[src/rtl/fetch_unit_pipelined.sv]
// Instruction-fetch stage for the pipelined 64-bit CPU.
// Holds the program counter and drives the combinational instruction memory.
// Resolves conditional, unconditional and register-indirect redirects.
// Registers the fetched instruction into the IF/ID register with a valid bit.
// Keeps free-running fetch and flush counters.
module fetch_unit_pipelined #(
    parameter int unsigned ADDR_W   = 64,
    parameter int unsigned INSTR_W  = 32,
    parameter int unsigned COND_W   = 19,
    parameter int unsigned UNCOND_W = 26,
    parameter logic [ADDR_W-1:0] RESET_PC = '0,
    parameter int unsigned CNT_W    = 32
) (
    input  logic                clk,
    input  logic                reset,
    input  logic                stall,
    input  logic                br_taken,
    input  logic                br_uncond,
    input  logic                br_reg,
    input  logic [ADDR_W-1:0]   br_pc,
    input  logic [COND_W-1:0]   br_cond_off,
    input  logic [UNCOND_W-1:0] br_uncond_off,
    input  logic [ADDR_W-1:0]   br_reg_target,
    output logic [ADDR_W-1:0]   imem_addr,
    input  logic [INSTR_W-1:0]  imem_instr,
    output logic [ADDR_W-1:0]   pc,
    output logic [INSTR_W-1:0]  if_id_instr,
    output logic [ADDR_W-1:0]   if_id_pc,
    output logic                if_id_valid,
    output logic                misalign,
    output logic [CNT_W-1:0]    fetch_cnt,
    output logic [CNT_W-1:0]    flush_cnt
);

    // Action taken on the next clock edge.
    // A redirect wins over a stall because decode must not hold a squashed path.
    typedef enum logic [1:0] {
        ACT_ADVANCE,
        ACT_STALL,
        ACT_REDIRECT
    } fetch_act_t;

    fetch_act_t        act;
    logic [ADDR_W-1:0] cond_off_ext;
    logic [ADDR_W-1:0] uncond_off_ext;
    logic [ADDR_W-1:0] cond_target;
    logic [ADDR_W-1:0] uncond_target;
    logic [ADDR_W-1:0] reg_target;
    logic [ADDR_W-1:0] br_target;
    logic              reg_misaligned;

    // The instruction memory is addressed directly by the current PC.
    assign imem_addr = pc;

    // Sign-extend the word offsets to address width.
    always_comb begin
        cond_off_ext   = {{(ADDR_W-COND_W){br_cond_off[COND_W-1]}}, br_cond_off};
        uncond_off_ext = {{(ADDR_W-UNCOND_W){br_uncond_off[UNCOND_W-1]}}, br_uncond_off};
    end

    // Candidate targets; all arithmetic wraps modulo 2^ADDR_W.
    always_comb begin
        cond_target    = br_pc + (cond_off_ext << 2);
        uncond_target  = br_pc + (uncond_off_ext << 2);
        reg_target     = {br_reg_target[ADDR_W-1:2], 2'b00};
        reg_misaligned = (br_reg_target[1:0] != 2'b00);
    end

    // Register-indirect overrides the offset select.
    always_comb begin
        br_target = cond_target;
        if (br_reg) begin
            br_target = reg_target;
        end else if (br_uncond) begin
            br_target = uncond_target;
        end
    end

    // Per-edge priority: redirect, then stall, then advance.
    always_comb begin
        act = ACT_ADVANCE;
        if (br_taken) begin
            act = ACT_REDIRECT;
        end else if (stall) begin
            act = ACT_STALL;
        end
    end

    // Program counter.
    always_ff @(posedge clk or negedge reset) begin
        if (!reset) begin
            pc <= RESET_PC;
        end else begin
            case (act)
                ACT_REDIRECT: pc <= br_target;
                ACT_ADVANCE:  pc <= pc + ADDR_W'(4);
                default:      pc <= pc;
            endcase
        end
    end

    // IF/ID pipeline register; a redirect squashes the wrong-path entry.
    always_ff @(posedge clk or negedge reset) begin
        if (!reset) begin
            if_id_instr <= '0;
            if_id_pc    <= '0;
            if_id_valid <= 1'b0;
        end else begin
            case (act)
                ACT_REDIRECT: begin
                    if_id_valid <= 1'b0;
                end
                ACT_ADVANCE: begin
                    if_id_instr <= imem_instr;
                    if_id_pc    <= pc;
                    if_id_valid <= 1'b1;
                end
                default: begin
                    if_id_valid <= if_id_valid;
                end
            endcase
        end
    end

    // One-cycle pulse flagging a register target with nonzero low bits.
    always_ff @(posedge clk or negedge reset) begin
        if (!reset) begin
            misalign <= 1'b0;
        end else begin
            misalign <= (act == ACT_REDIRECT) && br_reg && reg_misaligned;
        end
    end

    // Free-running performance counters, wrapping at 2^CNT_W.
    always_ff @(posedge clk or negedge reset) begin
        if (!reset) begin
            fetch_cnt <= '0;
            flush_cnt <= '0;
        end else begin
            if (act == ACT_ADVANCE) begin
                fetch_cnt <= fetch_cnt + CNT_W'(1);
            end
            if (act == ACT_REDIRECT) begin
                flush_cnt <= flush_cnt + CNT_W'(1);
            end
        end
    end

endmodule

[config.mk]
export PLATFORM = sky130hd
export DESIGN_NAME = fetch_unit_pipelined
export DESIGN_NICKNAME = d
export VERILOG_FILES = /design/src/rtl/fetch_unit_pipelined.sv
export SDC_FILE = /design/constraint.sdc
export NUM_CORES = 1
export LEC_CHECK = 0
export ABC_AREA = 1
export BUFFER_PORTS_ARGS = -buffer_cell sky130_fd_sc_hd__buf_2
export CORE_ASPECT_RATIO = 2
export CORE_MARGIN = 2
export CORE_UTILIZATION = 35
export CTS_BUF_LIST = sky130_fd_sc_hd__clkbuf_2
export CTS_CLUSTER_SIZE = 24
export DETAILED_ROUTE_END_ITERATION = 6
export PLACE_DENSITY = 0.57
export SYNTH_ARGS = -nofsm -noshare
export SYNTH_HDL_FRONTEND = slang
export SYNTH_SLANG_ARGS = --single-unit
[constraint.sdc]
create_clock -name clk -period 1.8 [get_ports clk]
set_input_delay 0.45 -clock clk [delete_from_list [all_inputs] [get_ports clk]]
set_output_delay 0.45 -clock clk [all_outputs]
set_load 0.05 [all_outputs]
==> PnR_summary.wiki, run 1 <==
{| class="wikitable"
! Metric !! Value
|-
| Logic depth of the worst register-to-register path || 15
|-
| Endpoint with the worst hold slack || imem_addr[31]
|-
| Maximum Capacitance Violations || 0
|-
| Type of origin of the critical path || flip-flop
|-
| Cell with the most instances after synthesis || nand2_1
|-
| Crit path arrival time || 3.29 ns
|-
| Pin slew with the least headroom to its limit || 0.906 ns
|-
| Reg2Reg Setup Slack || -0.64 ns
|-
| Placed cell count || 4456
|-
| Global router's overall resource usage || 39.0%
|-
| Avg WL per Cell || 22.6 µm
|-
| Final number of max-transition violations || 0
|-
| Leakage power summed over all cells || 18.8 nW
|-
| Clock sink total || 226
|-
| Number of cells traversed by the worst hold path || 5
|-
| Sequential area share after synthesis || 31.8%
|-
| RSZ-0062 raised after global routing || yes
|-
| Dominant register cell in the synthesized netlist || dfrtp_1
|-
| Number of nets in the layout || 4593
|-
| Peak fanout along the critical path || 3
|-
| Period utilisation layout || 135%
|-
| Syn Nets || 3077
|-
| Top cells by area, synth || dfrtp_1 32%, nand2_1 21%, inv_1 7.7%
|-
| Residual DRC count || 0
|-
| Effective utilization at floorplan || 35.5%
|-
| Maximum achievable frequency || 0.410 GHz
|-
| Clock period minus worst slack || 2.44 ns
|-
| Routed met3 length || 7420 µm
|-
| Sum of overflow across all layers after global routing || 0
|-
| Final RePlAce weighted congestion || 1.03
|-
| Number of instances in the synthesized netlist || 2801
|-
| Worst slew margin relative to its limit || 39.4%
|-
| Start of the worst register-to-register path || imem_addr[8]
|-
| CTS tree || done
|-
| Clock latency on the worst-skew pair || 0.95 ns
|-
| Number of synthesized register bits || 226
|-
| Critical register-to-register path endpoint || imem_addr[48]
|-
| Library cell with the largest summed area after synthesis || dfrtp_1
|-
| Clock tree root buffer cell || clkbuf_2
|-
| Worst slack after detailed placement || -1.50 ns
|-
| Maximum clock path buffer count || 3
|-
| Vias || 25907
|-
| Count of different cell masters after synthesis || 54
|-
| Detailed-route wire length on metal 1 || 36000 µm
|-
| HPWL after DPL || 76200 µm
|-
| Async SR Flop Fraction || 100%
|-
| Area of the mapped netlist || 17800 µm²
|-
| Maximum level of the CTS H-tree || 2
|-
| Global-route wire length before repair || 152000 µm
|-
| Top metal layer carrying routed signals || met5
|-
| Nature of the critical path endpoint || flip-flop
|-
| Top cell type's share of synthesized area || 31.8%
|-
| Core box area || 50100 µm²
|-
| Vias in the first global route || 26315
|-
| Clock buffer count from CTS || 50
|-
| Worst setup slack after layout || -0.638 ns
|-
| Number of detailed-route iterations in the first pass || 6
|-
| IO Count || 501
|-
| Final hold vios || 0
|-
| Hold Startpoint || br_reg_target[31]
|-
| Post-Route Skew || 0.0518 ns
|-
| Outcome || complete, but fails checks
|-
| Ranking of synthesized cells by instance count || 995 x nand2_1, 366 x inv_1, 313 x nor2_1
|-
| Number of antenna violations at the first check in global routing || 5
|-
| Port Buffer Count || 500
|-
| Violation count after the first detailed-routing iteration || 1965
|-
| Die Y-Extent || 323 µm
|-
| Final wirelength || 113000 µm
|-
| Worst-case vdd ir drop || 0.725 mV
|-
| Failing checks || negative setup slack
|-
| Number of enable flip-flop cells after synthesis || 0
|-
| Synthesis Warnings || 0
|-
| Number of rows in the core area || 116
|-
| Worst path required time || 2.65 ns
|-
| Largest net degree at the start of global routing || 56
|-
| Worst Path Class, Setup || flip-flop to flip-flop
|-
| Post-synthesis average cell area || 6.35 µm²
|-
| FILL cells || 3904
|-
| Area enclosed by the die boundary || 52800 µm²
|-
| Fraction of final layout cells with drive strength greater than 1 || 48.7%
|-
| Post-route ant nets || 0
|-
| Cell Pwr Density || 788 nW/µm²
|-
| Total length of routed met2 wires || 57200 µm
|-
| Via/cell ratio || 5.18
|-
| Post-Layout Cell Count || 5004
|-
| Horizontal die dimension || 163 µm
|-
| Register clock-pin slew on the reported worst setup and hold paths || 0.16 ns
|-
| Number of endpoints failing setup at the final stage || 384
|-
| Class of the most critical hold timing path || input pin to flip-flop
|-
| Relative area change from synthesis to final layout || 100%
|}
## cells in the final DEF (no fill, tap or decap), drive strengths merged, types with 2 or more instances in the layout
cell | Yosys | routed
nor4 | 13 | 13
buf | 82 | 1482
clkinvlp | 0 | 2
or2 | 6 | 6
o211ai | 10 | 10
o31ai | 2 | 2
nor4b | 2 | 2
o21bai | 10 | 10
a22oi | 5 | 5
o21ai | 126 | 126
ha | 64 | 64
dlygate4sd3 | 0 | 102
xnor2 | 24 | 24
dfrtp | 226 | 226
nand3 | 166 | 166
a21oi | 111 | 111
nand3b | 6 | 6
nor3b | 4 | 4
clkbuf | 39 | 67
clkinv | 5 | 23
nand2 | 1006 | 1006
diode | 0 | 2
xor2 | 62 | 62
nor3 | 60 | 60
nand4 | 46 | 46
nor2 | 329 | 329
a31oi | 6 | 6
inv | 382 | 382
## metal layers
metal | vias up | GRT usage, %
li1 | 11805 | -
met1 | 12134 | 35.7
met2 | 1373 | 72.8
met3 | 591 | 6.08
met4 | 4 | 34.4
met5 | - | 0
## layout make-up
cell class	count	area [µm²]	share of cell area (%)
Timing Repair Buffer	1585	14300	40.2
Multi-Input combinational cell	2067	12800	36.0
Sequential cell	226	5700	16.0
Inverter	387	1480	4.17
Tap cell	649	812	2.28
Clock buffer	67	335	0.942
Clock inverter	21	113	0.316
Antenna cell	2	5.00	0.0141
## power by group
part           internal, W  switching (W)
clock              0.00116        0.00244
sequential         0.00583       0.000721
combinational      0.00772         0.0102
## sequential cells by signal (all words and copies together), names as in the netlist
name,cells
misalign,1
if_id_valid,1
flush_cnt,32
fetch_cnt,32
if_id_instr,32
if_id_pc,64
imem_addr,64
## how the worst max path moves through the flow
stage,end,from
2_1_floorplan,imem_addr[63],br_uncond
3_3_place_gp,imem_addr[44],br_uncond
3_5_place_dp,imem_addr[44],br_uncond
4_1_cts,pc[39],imem_addr[39]
5_1_grt,imem_addr[48],imem_addr[8]
6_report,imem_addr[48],imem_addr[8]
## worst max-delay path, cell delays in order, from the launching register on
cell     delay, ns
dfrtp_1       0.47
buf_6         0.14
nand2_4       0.06
buf_4         0.15
nor2_2        0.09
nand2_2       0.08
nor2_4        0.16
nand2_4       0.07
nor2_4        0.21
nand3_4       0.17
nor2_1        0.13
nand3_1       0.13
nor2_1        0.19
nor2_1        0.08
nand2_1       0.12
nand3_1       0.10
## timing repair
action / in CTS / in global routing
buffers inserted: 250 / 137
pin swaps: 129 / 159
resized for setup: 1113 / 355
cloned: 1 / 0
endpoints found under the setup margin: 356 / 380
endpoints found under the hold margin: 322 / 0
hold buffers: 103 / 0
## per-stage QoR
step / power (W) / hold slack, ns / TNS (ns) / cell area, µm² / util (%)
floorplan: 0.0136 / 0.154 / -28.61 / 18700 / -
global placement: 0.0184 / 0.333 / -82.48 / 26200 / 52.4
detailed placement: 0.0186 / 0.331 / -87.63 / 26200 / 52.4
CTS: 0.0259 / 0.00158 / -93.02 / 33400 / 66.7
global route: 0.0290 / 0.0515 / -103.94 / 35600 / 71.1
finish: 0.0280 / 0.0450 / -91.16 / 35600 / 71.1
## cells by family (layout without fill, tap and decap cells)
| kind of cell | count (synthesis) | count (layout) | synth area share [%] |
|---|---|---|---|
| compound gates | 277 | 277 | 8.35 |
| other cells | 0 | 2 | 0 |
| buf+inv | 508 | 2060 | 12.2 |
| xor+xnor | 86 | 86 | 4.23 |
| fa+ha+maj | 65 | 65 | 4.61 |
| simple gates | 1639 | 1639 | 38.8 |
| flops | 226 | 226 | 31.8 |
Note: power is estimated with default switching activity, not from simulation.
==> run 2: changes to the inputs <==
- REMOVE_ABC_BUFFERS: unset -> 1
==> run 2 against run 1 <==
- the flow still finishes with violations (negative setup slack)
- clock power barely moved
- count of clock-buffer cells in the layout fell by 4
- final cell count rose by 0.34%
- critical path type unchanged
- worst setup slack improved by 0.14 ns
- flip-flop and latch count did not move
==> PnR_summary.wiki, run 2 (synthesized netlist as in run 1, its figures left out) <==
{| class="wikitable"
! Metric !! Value
|-
| Outcome || complete, but fails checks
|-
| Failing checks || negative setup slack
|-
| Port Buffer Count || 500
|-
| Area enclosed by the die boundary || 52800 µm²
|-
| Start of the worst register-to-register path || flush_cnt[4]
|-
| Cell Pwr Density || 779 nW/µm²
|-
| Relative area change from synthesis to final layout || 105%
|-
| Total length of routed met2 wires || 56200 µm
|-
| Fraction of final layout cells with drive strength greater than 1 || 50.2%
|-
| Clock sink total || 226
|-
| Vias || 26404
|-
| Leading cell type in the layout, fill and taps excluded || nand2_1
|-
| Routed met3 length || 8630 µm
|-
| Leakage power summed over all cells || 19.2 nW
|-
| Final hold slack || 0.0521 ns
|-
| RSZ-0062 raised after global routing || yes
|-
| Period utilisation layout || 128%
|-
| Post-Place Cell Area || 25400 µm²
|-
| Worst Path Class, Setup || flip-flop to flip-flop
|-
| Effective utilization at floorplan || 35.5%
|-
| Residual DRC count || 0
|-
| Maximum Capacitance Violations || 0
|-
| Final hold vios || 0
|-
| Die Y-Extent || 323 µm
|-
| Number of detailed-route iterations in the first pass || 5
|-
| Clock buffer count from CTS || 47
|-
| Clock latency on the worst-skew pair || 0.95 ns
|-
| Core box area || 50100 µm²
|-
| Peak fanout along the critical path || 2
|-
| Number of endpoints failing setup at the final stage || 383
|-
| Worst setup slack after layout || -0.503 ns
|-
| Maximum achievable frequency || 0.434 GHz
|-
| Startpoint of the worst setup timing path || flush_cnt[4]
|-
| Design Area, Final || 36400 µm²
|-
| Final RePlAce weighted congestion || 1.03
|-
| Register clock-pin slew on the reported worst setup and hold paths || 0.16 ns
|-
| Global-route wire length before repair || 150000 µm
|-
| Final wirelength || 113000 µm
|-
| HPWL after DPL || 73600 µm
|-
| Pin slew with the least headroom to its limit || 0.709 ns
|-
| Via/cell ratio || 5.26
|-
| Top metal layer carrying routed signals || met5
|-
| Number of antenna violations at the first check in global routing || 8
|-
| Crit path arrival time || 3.15 ns
|-
| Most used cells in the layout excluding fill and tap cells || 826 x nand2_1, 773 x buf_4, 352 x buf_6
|-
| Maximum clock path buffer count || 3
|-
| Clock tree root buffer cell || clkbuf_2
|-
| Violation count after the first detailed-routing iteration || 1940
|-
| Maximum level of the CTS H-tree || 2
|-
| Global router's overall resource usage || 37.9%
|-
| Class of the most critical hold timing path || input pin to flip-flop
|-
| Worst-case vdd ir drop || 1.05 mV
|-
| Placed cell count || 4456
|-
| Worst slack after detailed placement || -1.62 ns
|-
| Post-route ant nets || 0
|-
| Avg WL per Cell || 22.5 µm
|-
| Detailed-route wire length on metal 1 || 34500 µm
|-
| Type of origin of the critical path || flip-flop
|-
| Post-Route Skew || 0.0449 ns
|-
| Number of rows in the core area || 116
|-
| Worst slew margin relative to its limit || 52.4%
|-
| IO Count || 501
|-
| Clock period minus worst slack || 2.30 ns
|-
| Post-Layout Cell Count || 5021
|-
| Largest net degree at the start of global routing || 69
|-
| Sum of overflow across all layers after global routing || 0
|-
| Worst path required time || 2.65 ns
|-
| Final number of max-transition violations || 0
|-
| Vias in the first global route || 26698
|-
| Number of nets in the layout || 4611
|-
| CTS tree || done
|-
| Horizontal die dimension || 163 µm
|-
| Nature of the critical path endpoint || flip-flop
|-
| Hold Startpoint || br_pc[3]
|}
==> run 2: cell count changes in the layout (fill, tap and decap cells not counted), moves of 12 or more <==
cell and change:
nor2_1 -12, nor2_4 +18, dfrtp_1 +15, dfrtp_2 -15, buf_6 +29, nand2_2 +24
nand3_1 -15, nand2_1 -37
==> run 2: final cells by class <==
cell class,instances,area (µm²)
inverters,387,1500
clock buffers,63,315
flip-flops and latches,226,5680
clock inverters,18,123
multi-input cells,2067,13200
diodes,5,12.5
repair buffers,1606,14700
fillers,3720,13700
well taps,649,812
==> run 2: path summary, 6_finish.rpt <==
| path | to | slack (ns) | cells after the start |
|---|---|---|---|
| worst max-delay path | flush_cnt[29] | -0.50 | 10 |
| worst min-delay path | imem_addr[3] | 0.05 | 4 |
| worst max register to register | flush_cnt[29] | -0.50 | 10 |
| worst min register to register | if_id_pc[55] | 0.52 | 2 |
| max in group asynchronous | if_id_pc[19] | 0.66 | 3 |
| min in group asynchronous | fetch_cnt[7] | 0.09 | 3 |
==> run 2: power breakdown <==
part / leakage, nW / internal, W / total (W) / switching, W
clock network: 0.320 / 0.00124 / 0.00361 / 0.00237
registers: 2.75 / 0.00581 / 0.00658 / 0.000766
logic: 16.1 / 0.00795 / 0.0182 / 0.0102
==> run 2: timing repair <==
item / in CTS / in global routing
endpoints found under the setup margin: 366 / 385
cloned: 5 / 2
gates resized for setup: 1309 / 456
hold endpoints to repair: 323 / 0
hold buffers: 101 / 0
buffers inserted: 260 / 152
pin swaps: 184 / 214
==> run 2: through the flow <==
step                      total power, W  utilization (%)  TNS (ns)
after detailed placement          0.0181             50.7    -97.69
after floorplan                   0.0128                -   -262.01
after CTS                         0.0260             66.9    -87.37
final                             0.0283             72.7    -92.23
after global placement            0.0180             50.7    -94.39
after global routing              0.0294             72.7   -107.03
==> run 2: routing by layer <==
layer / vias up / GRT usage, %
li1: 11840 / -
met1: 12406 / 34.6
met2: 1499 / 70.1
met3: 653 / 5.89
met4: 6 / 35.6
met5: - / 0
==> run 2: worst max-delay path, stage by stage (launching register included) <==
cell     delay (ns)
dfrtp_1        0.54
buf_6          0.16
nand2_4        0.05
nor2_4         0.09
nand4_1        0.20
nor2_2         0.28
nand2_2        0.13
nor2_4         0.19
nand3_4        0.11
nor4_4         0.25
xor2_1         0.19
==> run 3: changes to the inputs <==
- MAX_ROUTING_LAYER: unset -> met4
- RECOVER_POWER: unset -> 50
- SETUP_SLACK_MARGIN: unset -> 0.2
==> run 3 against run 2 <==
- the run ends with design-rule violations, negative setup slack left
- die area is the same
- final area shrank 3.3%
- largest cell class unchanged
- largest power group unchanged
- critical endpoint is now imem_addr[48]
- register-to-register slack lost 0.08 ns
==> PnR_summary.wiki, run 3 (synthesized netlist as in run 1, its figures left out) <==
{| class="wikitable"
! Metric !! Value
|-
| Post-route ant nets || 0
|-
| Maximum achievable frequency || 0.419 GHz
|-
| Worst-case vdd ir drop || 1.15 mV
|-
| Clock period minus worst slack || 2.38 ns
|-
| Violation count after the first detailed-routing iteration || 2061
|-
| Die Y-Extent || 323 µm
|-
| Avg WL per Cell || 22.0 µm
|-
| Failing checks || design-rule violations, negative setup slack
|-
| Number of rows in the core area || 116
|-
| Worst Path Class, Setup || flip-flop to flip-flop
|-
| Number of buffers and inverters on the critical path || 1
|-
| Placed cell count || 4437
|-
| Number of endpoints failing setup at the final stage || 408
|-
| IO Count || 501
|-
| Outcome || complete, but fails checks
|-
| Port Buffer Count || 500
|-
| Largest net degree at the start of global routing || 51
|-
| Effective utilization at floorplan || 35.5%
|-
| Cell type group with the largest total delay on the critical path || simple AND/OR/NAND/NOR gates
|-
| Total power of the final layout || 0.0273 W
|-
| Leakage power summed over all cells || 18.8 nW
|-
| Nature of the critical path endpoint || flip-flop
|-
| Worst slack after detailed placement || -1.65 ns
|-
| Final number of max-transition violations || 0
|-
| Global-route wire length before repair || 148000 µm
|-
| Maximum clock path buffer count || 3
|-
| Clock latency on the worst-skew pair || 1.00 ns
|-
| Vias || 25848
|-
| Start of the worst register-to-register path || imem_addr[2]
|-
| HPWL after DPL || 74500 µm
|-
| RSZ-0062 raised after global routing || yes
|-
| Relative area change from synthesis to final layout || 97.7%
|-
| Pin slew with the least headroom to its limit || 1.01 ns
|-
| Hold Startpoint || br_pc[63]
|-
| CP Cell Sequence || ha_2, nand2_2, nor2_4, nand3_4, nor2_4, buf_6, nand2_4, nor2_4, nand3_2, nor2_1, nand3_1, nor2_1, nor2_1, nand2_1, nand3_1
|-
| Clock sink total || 226
|-
| Final RePlAce weighted congestion || 1.03
|-
| Post-Layout Cell Count || 5000
|-
| Worst setup slack after layout || -0.585 ns
|-
| Type of origin of the critical path || flip-flop
|-
| Via/cell ratio || 5.17
|-
| Cell with the largest stage delay on the worst path || dfrtp_1
|-
| Class of the most critical hold timing path || input pin to flip-flop
|-
| Most used cells in the layout excluding fill and tap cells || 876 x nand2_1, 741 x buf_4, 355 x inv_1
|-
| Clock tree root buffer cell || clkbuf_2
|-
| Number of antenna violations at the first check in global routing || 4
|-
| Register clock-pin slew on the reported worst setup and hold paths || 0.15 ns
|-
| CTS tree || done
|-
| Number of nets in the layout || 4582
|-
| CP peak stage delay || 0.44 ns
|-
| Worst slew margin relative to its limit || 32.4%
|-
| Area enclosed by the die boundary || 52800 µm²
|-
| Fraction of final layout cells with drive strength greater than 1 || 47.2%
|-
| Peak fanout along the critical path || 4
|-
| Cell Pwr Density || 776 nW/µm²
|-
| Horizontal die dimension || 163 µm
|-
| Global router's overall resource usage || 38.6%
|-
| Core box area || 50100 µm²
|-
| Worst path required time || 2.62 ns
|-
| Startpoint of the worst setup timing path || imem_addr[2]
|-
| Leading cell type in the layout, fill and taps excluded || nand2_1
|-
| Period utilisation layout || 132%
|-
| Clock buffer count from CTS || 48
|-
| Final wirelength || 110000 µm
|-
| Final hold vios || 0
|-
| Number of detailed-route iterations in the first pass || 7
|-
| Sum of overflow across all layers after global routing || 0
|-
| Post-Route Skew || 0.0604 ns
|-
| Maximum Capacitance Violations || 0
|-
| Final hold slack || 0.0455 ns
|-
| Residual DRC count || 3
|-
| Maximum level of the CTS H-tree || 2
|-
| Vias in the first global route || 26041
|-
| Crit path arrival time || 3.21 ns
|}
## run 3: cell types whose count changed in the layout (fill, tap and decap cells not counted), moves of 15 or more
cell | before | now
nand2_1 | 826 | 876
nand2_2 | 126 | 92
buf_4 | 773 | 741
nor2_1 | 202 | 229
nor2_4 | 76 | 52
clkbuf_2 | 63 | 78
## run 3: area by class of cell
type | instances | area (µm²)
Fill cell | 3859 | 14900
Timing Repair Buffer | 1576 | 14200
Multi-Input combinational cell | 2067 | 12600
Sequential cell | 226 | 5690
Inverter | 387 | 1490
Tap cell | 649 | 812
Clock buffer | 68 | 340
Clock inverter | 22 | 98.8
Antenna cell | 5 | 12.5
## run 3: repair_timing
| action | in CTS | in global routing |
|---|---|---|
| hold buffers | 102 | 0 |
| endpoints found under the hold margin | 324 | 0 |
| setup buffers | 240 | 124 |
| resized for setup | 1261 | 284 |
| pin swaps | 129 | 128 |
| setup endpoints to repair | 384 | 395 |
| cloned | 2 | 0 |
## run 3: tightest hold or removal path, cell delays in order
cell     delay [ns]
buf_2          0.10
xnor2_1        0.10
nand2_1        0.07
nand3_1        0.10
nand2_1        0.08
nand2_1        0.05
## run 3: metal layers
layer / GRT usage (%) / share of wire (%) / vias up
li1: - / - / 11777
met5: - / 0 / -
met3: 4.95 / 6.8 / 592
met1: 34.6 / 31 / 12087
met2: 71.1 / 51 / 1392
met4: 31.9 / 11 / 0
## run 3: final timing paths
path | endpoint | slack (ns) | cells after the start
setup reg to reg | imem_addr[48] | -0.58 | 15
min in group asynchronous | fetch_cnt[16] | 0.75 | 3
max in group asynchronous | imem_addr[28] | 0.09 | 4
hold / removal | imem_addr[63] | 0.05 | 6
setup / recovery | imem_addr[48] | -0.58 | 15
hold reg to reg | if_id_pc[18] | 0.53 | 2
## run 3: power by group
group	switching [W]	internal (W)
clock	0.00249	0.00104
combinational	0.00980	0.00740
sequential	0.000761	0.00581
total	0.0131	0.0142
## run 3: through the flow
step | utilization (%) | instance area (µm²) | TNS (ns)
floorplan | - | 17100 | -262.01
global placement | 50.4 | 25200 | -91.09
detailed placement | 50.4 | 25200 | -95.39
CTS | 66.0 | 33100 | -91.09
global route | 70.2 | 35200 | -121.67
finish | 70.3 | 35200 | -106.58
